===== src/rtl/ps2_host_tx.sv =====
// Host-to-device PS/2 transmitter: sends one byte to the device over open-drain clock/data enables.
// Latency: INHIBIT_CYCLES + RTS_CYCLES + 11 device clocks + wait for idle lines, per byte.
// Backpressure: tx_ready low from acceptance until the cycle after done/error; tx_valid is ignored meanwhile.
module ps2_host_tx #(
  parameter int INHIBIT_CYCLES = 2400,
  parameter int RTS_CYCLES     = 48,
  parameter int TIMEOUT_CYCLES = 360000
) (
  input  logic       clk,
  input  logic       reset_n,
  input  logic [7:0] tx_data,
  input  logic       tx_valid,
  output logic       tx_ready,
  output logic       tx_done,
  output logic       tx_error,
  output logic       busy,
  input  logic       ps2_clk_i,
  input  logic       ps2_dat_i,
  output logic       ps2_clk_oe,
  output logic       ps2_dat_oe
);

  localparam int CNT_MAX_A = (INHIBIT_CYCLES > RTS_CYCLES) ? INHIBIT_CYCLES : RTS_CYCLES;
  localparam int CNT_MAX   = (TIMEOUT_CYCLES > CNT_MAX_A) ? TIMEOUT_CYCLES : CNT_MAX_A;
  localparam int CNT_W     = $clog2(CNT_MAX + 1);

  localparam logic [CNT_W-1:0] INH_LAST = CNT_W'(INHIBIT_CYCLES - 1);
  localparam logic [CNT_W-1:0] RTS_LAST = CNT_W'(RTS_CYCLES - 1);
  localparam logic [CNT_W-1:0] TO_LAST  = CNT_W'(TIMEOUT_CYCLES - 1);
  localparam logic [CNT_W-1:0] CNT_ONE  = CNT_W'(1);

  typedef enum logic [2:0] {
    S_IDLE,
    S_INHIBIT,
    S_RTS,
    S_BITS,
    S_ACK,
    S_WAIT_IDLE
  } state_t;

  state_t           state;
  logic [CNT_W-1:0] cnt;
  logic [9:0]       shift;
  logic [3:0]       idx;
  logic             ack_ok;

  logic clk_meta, sync_clk, sync_clk_prev;
  logic dat_meta, sync_dat;
  logic fall_edge;

  // Two-flop synchronizers for both pins plus one delayed copy of clock for edge detection.
  always_ff @(posedge clk or negedge reset_n) begin
    if (!reset_n) begin
      clk_meta      <= 1'b1;
      sync_clk      <= 1'b1;
      sync_clk_prev <= 1'b1;
      dat_meta      <= 1'b1;
      sync_dat      <= 1'b1;
    end else begin
      clk_meta      <= ps2_clk_i;
      sync_clk      <= clk_meta;
      sync_clk_prev <= sync_clk;
      dat_meta      <= ps2_dat_i;
      sync_dat      <= dat_meta;
    end
  end

  assign fall_edge = sync_clk_prev & ~sync_clk;

  // Protocol FSM; every output is a register updated here.
  always_ff @(posedge clk or negedge reset_n) begin
    if (!reset_n) begin
      state      <= S_IDLE;
      cnt        <= '0;
      shift      <= '0;
      idx        <= '0;
      ack_ok     <= 1'b0;
      tx_ready   <= 1'b1;
      tx_done    <= 1'b0;
      tx_error   <= 1'b0;
      busy       <= 1'b0;
      ps2_clk_oe <= 1'b0;
      ps2_dat_oe <= 1'b0;
    end else begin
      tx_done  <= 1'b0;
      tx_error <= 1'b0;
      case (state)
        S_IDLE: begin
          tx_ready <= 1'b1;
          busy     <= 1'b0;
          // tx_ready is the registered flag, so the cycle right after a pulse cannot accept.
          if (tx_valid && tx_ready) begin
            shift      <= {1'b1, ~^tx_data, tx_data};
            cnt        <= '0;
            tx_ready   <= 1'b0;
            busy       <= 1'b1;
            ps2_clk_oe <= 1'b1;
            state      <= S_INHIBIT;
          end
        end

        S_INHIBIT: begin
          // Device edges are meaningless here: the host itself holds the clock low.
          if (cnt == INH_LAST) begin
            cnt        <= '0;
            ps2_dat_oe <= 1'b1;
            state      <= S_RTS;
          end else begin
            cnt <= cnt + CNT_ONE;
          end
        end

        S_RTS: begin
          if (cnt == RTS_LAST) begin
            cnt        <= '0;
            idx        <= '0;
            ps2_clk_oe <= 1'b0;
            state      <= S_BITS;
          end else begin
            cnt <= cnt + CNT_ONE;
          end
        end

        S_BITS, S_ACK, S_WAIT_IDLE: begin
          if (fall_edge) begin
            cnt <= '0;
          end else begin
            cnt <= cnt + CNT_ONE;
          end

          if (!fall_edge && cnt == TO_LAST) begin
            // Device went silent: free the bus and report failure.
            ps2_clk_oe <= 1'b0;
            ps2_dat_oe <= 1'b0;
            tx_error   <= 1'b1;
            cnt        <= '0;
            state      <= S_IDLE;
          end else begin
            case (state)
              S_BITS: begin
                if (fall_edge) begin
                  ps2_dat_oe <= ~shift[idx];
                  idx        <= idx + 4'd1;
                  if (idx == 4'd9) begin
                    state <= S_ACK;
                  end
                end
              end
              S_ACK: begin
                if (fall_edge) begin
                  ack_ok <= ~sync_dat;
                  state  <= S_WAIT_IDLE;
                end
              end
              default: begin
                if (sync_clk && sync_dat) begin
                  tx_done  <= ack_ok;
                  tx_error <= ~ack_ok;
                  cnt      <= '0;
                  state    <= S_IDLE;
                end
              end
            endcase
          end
        end

        default: begin
          ps2_clk_oe <= 1'b0;
          ps2_dat_oe <= 1'b0;
          state      <= S_IDLE;
        end
      endcase
    end
  end

endmodule

===== config.mk =====
export PLATFORM = sky130hd
export DESIGN_NAME = ps2_host_tx
export DESIGN_NICKNAME = d
export VERILOG_FILES = /design/src/rtl/ps2_host_tx.sv
export SDC_FILE = /design/constraint.sdc
export NUM_CORES = 1
export LEC_CHECK = 0
export CORE_MARGIN = 4
export CORE_UTILIZATION = 58
export DETAILED_ROUTE_END_ITERATION = 8
export PLACE_DENSITY = 0.85
export SLEW_MARGIN = 20
export SYNTH_ARGS = -nofsm -noshare
export SYNTH_HDL_FRONTEND = slang
export SYNTH_SLANG_ARGS = --single-unit

===== constraint.sdc =====
create_clock -name clk -period 3 [get_ports clk]
set_input_delay 0.75 -clock clk [delete_from_list [all_inputs] [get_ports clk]]
set_output_delay 0.75 -clock clk [all_outputs]
set_load 0.01 [all_outputs]

==> metrics.csv, run 1 <==
metric,value,unit
grt_remaining_overflow,0,
synth_nets,268,
syn_avg_cell_area,10.3,um^2
area_delta_synth_final,12.2,%
yosysMostFrequentCell,dfrtp_1,
synthTopCellsByArea,"dfrtp_1 40%, dfstp_2 6.1%, mux2_2 6.1%, xnor2_1 5.7%, nor2_1 4.0%",
antenna_found_initial,0,
synth_top_flop_cell,dfrtp_1,
ys_warn_count,0,
tns,0,ns
crit_chain,ha_1 -> nand3_1 -> nand4bb_1 -> o311a_2 -> nor4_4 -> o32ai_1,
num_io_pins,19,
period_share,84.5,%
finalHoldViolCount,0,
drive_above_1_share,15.3,%
min_from,dat_meta$_DFF_PN1_,
root_buffer,clkbuf_8,
critical-path-top-delay-family,simple AND/OR/NAND/NOR gates,
grt_pass1_wl,8.89,mm
fin_skew,0.00945,ns
grt_start_max_net_pins,48,
ctsResizeCount,0,
slew_violations,0,
cp_num_buf_inv,0,
grt_usage,20.5,%
r2r-start,cnt[0]$_DFFE_PN0P_,
start_util,59.7,%
hold_class,reg2reg,
setup_viol,0,
critPathSlowestCell,nor4_4,
core_area,4350,um^2
portBuffers,18,
die_x,74.9,um
p_leak,1.17,nW
async_reset_ff_share,100,%
cts_tree,yes,
clkLatencyLatePin,0.30,ns
grt_pass1_vias,1925,
p_per_area,818,nW/um^2
holdPathStages,0,
synth_area_leader_cell,dfrtp_1,
fp.dieArea,5610,um^2
outcome,"complete, no violations",
synth_commonest_cells,"42 x dfrtp_1, 28 x nor2_1, 19 x nand2_1",
synth_cell_types,53,
layout.nets,289,
clk_pin_slew_worst_paths,0.09,ns
ant_nets,0,
start_kind,flop,
r2r-end,cnt[4]$_DFFE_PN0P_,
min_period,2.54,ns
synth_top_area_share,40.5,%
drtIter0Drc,247,
slew_headroom,46.1,%
finalWirelength,5.23,mm
crit_type,reg2reg,
arrival,2.68,ns
rsz0062_at_grt,no,
place_congestion,0.888,
wl_per_cell,16.0,um
rr_worst_depth,6,
syn_inst,252,
viasPerCell,6.15,
htree_levels,2,
cts_buffer_depth,2,
hpwl,3.83,mm
post-cts-setup-buffer-count,0,
netlist_area,2600,um^2
cp_slowest_stage_delay,0.75,ns
tightest_slew,0.802,ns
ys_seq_area_share,46.5,%
r2r_slack,0.46,ns
n_antenna_cell,0,
cts_made_buffers,5,
rows,24,
clkSinkCount,48,
drv_cap,0,
synth_edf_count,0,
drc,0,
dr.pass1.iters,4,
hold_buffers,0,
ir_drop,0.432,mV
ys_seq_elements,48,
worstPathRequired,3.14,ns
utilization,66.9,%
die_h,74.9,um
fmax,0.394,GHz
worstHoldEndpoint,sync_dat$_DFF_PN1_,
num_vias,2006,
crit_fanout,16,
worst_setup_path_end_kind,flop,
[cell families after synthesis]
logic type	share of synthesized area [%]
fa+ha+maj	1.45
compound gates	10.5
flops	46.5
mux	8.96
buf+inv	2.60
simple gates	23.6
xor+xnor	6.41
[worst max-delay path by stage]
| stage | start | end | slack [ns] | cells past startpoint |
|---|---|---|---|---|
| finish | cnt[0]$_DFFE_PN0P_ | cnt[4]$_DFFE_PN0P_ | 0.46 | 6 |
| global route | cnt[1]$_DFFE_PN0P_ | cnt[4]$_DFFE_PN0P_ | 0.29 | 6 |
| CTS | cnt[0]$_DFFE_PN0P_ | cnt[4]$_DFFE_PN0P_ | 0.44 | 6 |
| detailed placement | tx_valid | cnt[18]$_DFFE_PN0P_ | 0.28 | 7 |
| global placement | tx_valid | cnt[18]$_DFFE_PN0P_ | 0.32 | 7 |
| floorplan | sync_clk$_DFF_PN1_ | state[0]$_DFFE_PN0P_ | 0.82 | 6 |
[layout by cell type (no fill, tap or decap), types with 2 or more instances in the layout]
cell type,netlist,final
dfrtp_1,42,42
nor2_1,28,28
nand2_1,19,19
xnor2_1,17,17
clkdlybuf4s50_1,0,17
mux2_2,14,14
nand3_1,13,13
nor3_1,12,12
inv_1,9,9
nor4_1,8,8
a21oi_1,7,7
nand4_1,7,7
dfstp_2,6,6
clkbuf_8,0,5
o21ai_0,4,4
buf_4,0,4
mux2i_1,3,3
and3_1,3,3
o31ai_1,3,3
ha_1,3,3
nand2b_1,2,2
and4_1,2,2
nor2b_1,2,2
o22ai_1,2,2
a2111oi_0,2,2
nand3b_1,2,2
o211a_1,2,2
mux4_2,2,2
o211ai_1,2,2
or2_2,2,2
o221ai_1,2,2
xor2_1,2,2
o32ai_1,2,2
[where the power goes]
part / switching, W / internal [W]
Sequential: 0.000213 / 0.000819
Clock: 0.000211 / 0.000163
Combinational: 0.000507 / 0.000470
[sequential cells by signal, indices dropped and copies added (netlist names)]
name	count
ack_ok	1
busy	1
clk_meta	1
cnt	19
dat_meta	1
idx	4
ps2_clk_oe	1
ps2_dat_oe	1
shift	10
state	3
sync_clk	1
sync_clk_prev	1
sync_dat	1
tx_done	1
tx_error	1
tx_ready	1
[metal layers]
| layer | up-vias | part of all wire [%] | track usage, % |
|---|---|---|---|
| met5 | - | 0 | 0 |
| met4 | 0 | 1.6 | 7.91 |
| met3 | 10 | 4.6 | 3.47 |
| met2 | 51 | 49 | 32.5 |
| met1 | 971 | 45 | 28.1 |
| li1 | 974 | - | - |
[layout make-up]
| class | instances | area (um^2) |
|---|---|---|
| inverters | 9 | 33.8 |
| repair buffers | 21 | 200 |
| multi-input cells | 188 | 1320 |
| well taps | 52 | 65.1 |
| fillers | 320 | 1440 |
| clock buffers | 6 | 72.6 |
| clock inverters | 2 | 12.5 |
| flip-flops and latches | 48 | 1210 |
[stage by stage]
stage / instance area (um^2) / hold WS [ns] / setup slack, ns / cells / power [W]
2_1_floorplan: 2600 / 0.345 / 0.815 / 252 / 0.00175
3_3_place_gp: 2830 / 0.345 / 0.324 / 318 / 0.00198
3_5_place_dp: 2830 / 0.347 / 0.280 / 318 / 0.00201
4_1_cts: 2910 / 0.361 / 0.444 / 326 / 0.00239
5_1_grt: 2910 / 0.366 / 0.291 / 326 / 0.00254
6_report: 2910 / 0.359 / 0.464 / 326 / 0.00238
Note: power is estimated with default switching activity, not from simulation.
==> run 2, diff against run 1 <==
CORE_UTILIZATION = 53   (was 58)
PLACE_DENSITY = 0.82   (was 0.85)
clock period = 2.3 ns   (was 3 ns; I/O delays follow)
==> run 2 against run 1 <==
Worst setup slack got worse by 0.40 ns. Count of clock-buffer cells in the layout shrank 1. Maximum frequency is 13% higher.
==> metrics.csv, run 2 (synthesized netlist as in run 1, its figures left out) <==
metric,value,unit
clk_pin_slew_worst_paths,0.09,ns
worst_setup_path_end_kind,flop,
core_area,4720,um^2
fmax,0.447,GHz
cp_slowest_stage_delay,0.40,ns
largest_reg_flops,19,
place_area,3110,um^2
num_vias,2270,
r2r-end,ps2_dat_oe$_DFFE_PN0P_,
drc,0,
arrival,2.43,ns
slew_violations,0,
r2r_slack,0.06,ns
hold_class,in2async,
num_io_pins,19,
place_congestion,0.874,
ir_drop,0.694,mV
cp-startpoint,cnt[9]$_DFFE_PN0P_,
p_leak,1.37,nW
clkLatencyLatePin,0.30,ns
fillers,339,
start_util,55.0,%
area_delta_synth_final,26.0,%
finalHoldViolCount,0,
period_share,97.2,%
drtIter0Drc,320,
rows,25,
mostFrequentLayoutCells,"42 x dfrtp_1, 38 x buf_4, 28 x nor2_1, 19 x nand2_1",
grt_start_max_net_pins,49,
die_x,78.0,um
post-place-ws,-0.121,ns
clkSinkCount,48,
dr.pass1.iters,5,
grt_remaining_overflow,0,
layout.nets,325,
tightest_slew,0.603,ns
viasPerCell,6.02,
worstPathRequired,2.50,ns
regMostFlops,cnt,
n_antenna_cell,0,
top_regs,"cnt (19), shift (10), idx (4)",
cts_buffer_depth,2,
grt_usage,22.2,%
hold_buffers,0,
rsz0062_at_grt,no,
drive_above_1_share,26.5,%
critPathSlowestCell,dfrtp_1,
finalWirelength,6.29,mm
cts_made_buffers,5,
r2r-start,cnt[9]$_DFFE_PN0P_,
slew_headroom,59.8,%
p_per_area,1120,nW/um^2
cp_num_buf_inv,1,
critical-path-top-delay-family,simple AND/OR/NAND/NOR gates,
setup_slack,0.0644,ns
grt_pass1_vias,2263,
die_h,78.0,um
utilization,69.3,%
fin_skew,0.00596,ns
portBuffers,18,
outcome,"complete, no violations",
stdcell_area,3270,um^2
fp.dieArea,6080,um^2
antenna_found_initial,0,
ant_nets,0,
rr_worst_depth,6,
grt_pass1_wl,10.8,mm
min_period,2.24,ns
crit_fanout,7,
layout_commonest_cell,dfrtp_1,
crit_type,reg2reg,
hpwl,4.43,mm
drv_cap,0,
root_buffer,clkbuf_8,
wl_per_cell,16.7,um
crit_top_cell,nor4_2,
crit_chain,nor4_2 -> nand3_1 -> o31a_2 -> buf_4 -> nor4_2 -> mux2_2,
setup_viol,0,
cts_tree,yes,
htree_levels,2,
start_kind,flop,
==> run 2: cell count changes in the layout (fill, tap and decap cells not counted), sizes merged <==
cell,change
clkinvlp,-1
bufinv,+1
buf,+36
clkbuf,-1
clkinv,+1
==> run 2: layout make-up <==
type / instances / area (um^2) / area share [%]
Tap cell: 67 / 83.8 / 2.56
Inverter: 9 / 33.8 / 1.03
Multi-Input combinational cell: 188 / 1350 / 41.2
Clock inverter: 3 / 47.5 / 1.45
Clock buffer: 5 / 68.8 / 2.10
Sequential cell: 48 / 1210 / 36.9
Timing Repair Buffer: 57 / 480 / 14.7
==> run 2: worst reg2reg max path, stage by stage (launching register included) <==
cell,delay [ns]
dfrtp_1,0.40
nor4_2,0.30
nand3_1,0.15
o31a_2,0.39
buf_4,0.18
nor4_2,0.35
mux2_2,0.37
==> run 2: what timing repair did <==
item	in CTS	in global routing
endpoints found under the setup margin	18	2
gates resized for setup	3	1
setup buffers	1	0
pin swaps	1	2
==> run 2: per-stage QoR <==
stage / cells / total power [W] / setup TNS (ns) / hold slack, ns
final: 377 / 0.00365 / 0 / 0.347
after global routing: 377 / 0.00386 / 0 / 0.366
after CTS: 377 / 0.00363 / 0 / 0.362
after detailed placement: 368 / 0.00286 / -0.698 / 0.348
after global placement: 368 / 0.00280 / -0.332 / 0.348
after floorplan: 252 / 0.00229 / 0 / 0.279
==> run 2: layer usage <==
layer	share of wire (%)	vias up	GRT usage, %
met5	0	-	0
met3	5.9	20	4.06
met2	48	107	36.2
met1	44	1093	29.8
li1	-	1050	-
met4	2.2	0	7.69
==> run 2: worst max-delay path by stage <==
stage	to	slack, ns	cells after the start
after global routing	state[0]$_DFFE_PN0P_	0.01	6
after detailed placement	cnt[4]$_DFFE_PN0P_	-0.12	6
after CTS	state[0]$_DFFE_PN0P_	0.05	7
after floorplan	state[0]$_DFFE_PN0P_	0.12	6
after global placement	cnt[18]$_DFFE_PN0P_	-0.10	6
final	ps2_dat_oe$_DFFE_PN0P_	0.06	6
==> run 2: report_power, final <==
group / internal [W] / switching [W]
combinational: 0.000887 / 0.000838
clock: 0.000328 / 0.000301
sequential: 0.00107 / 0.000225
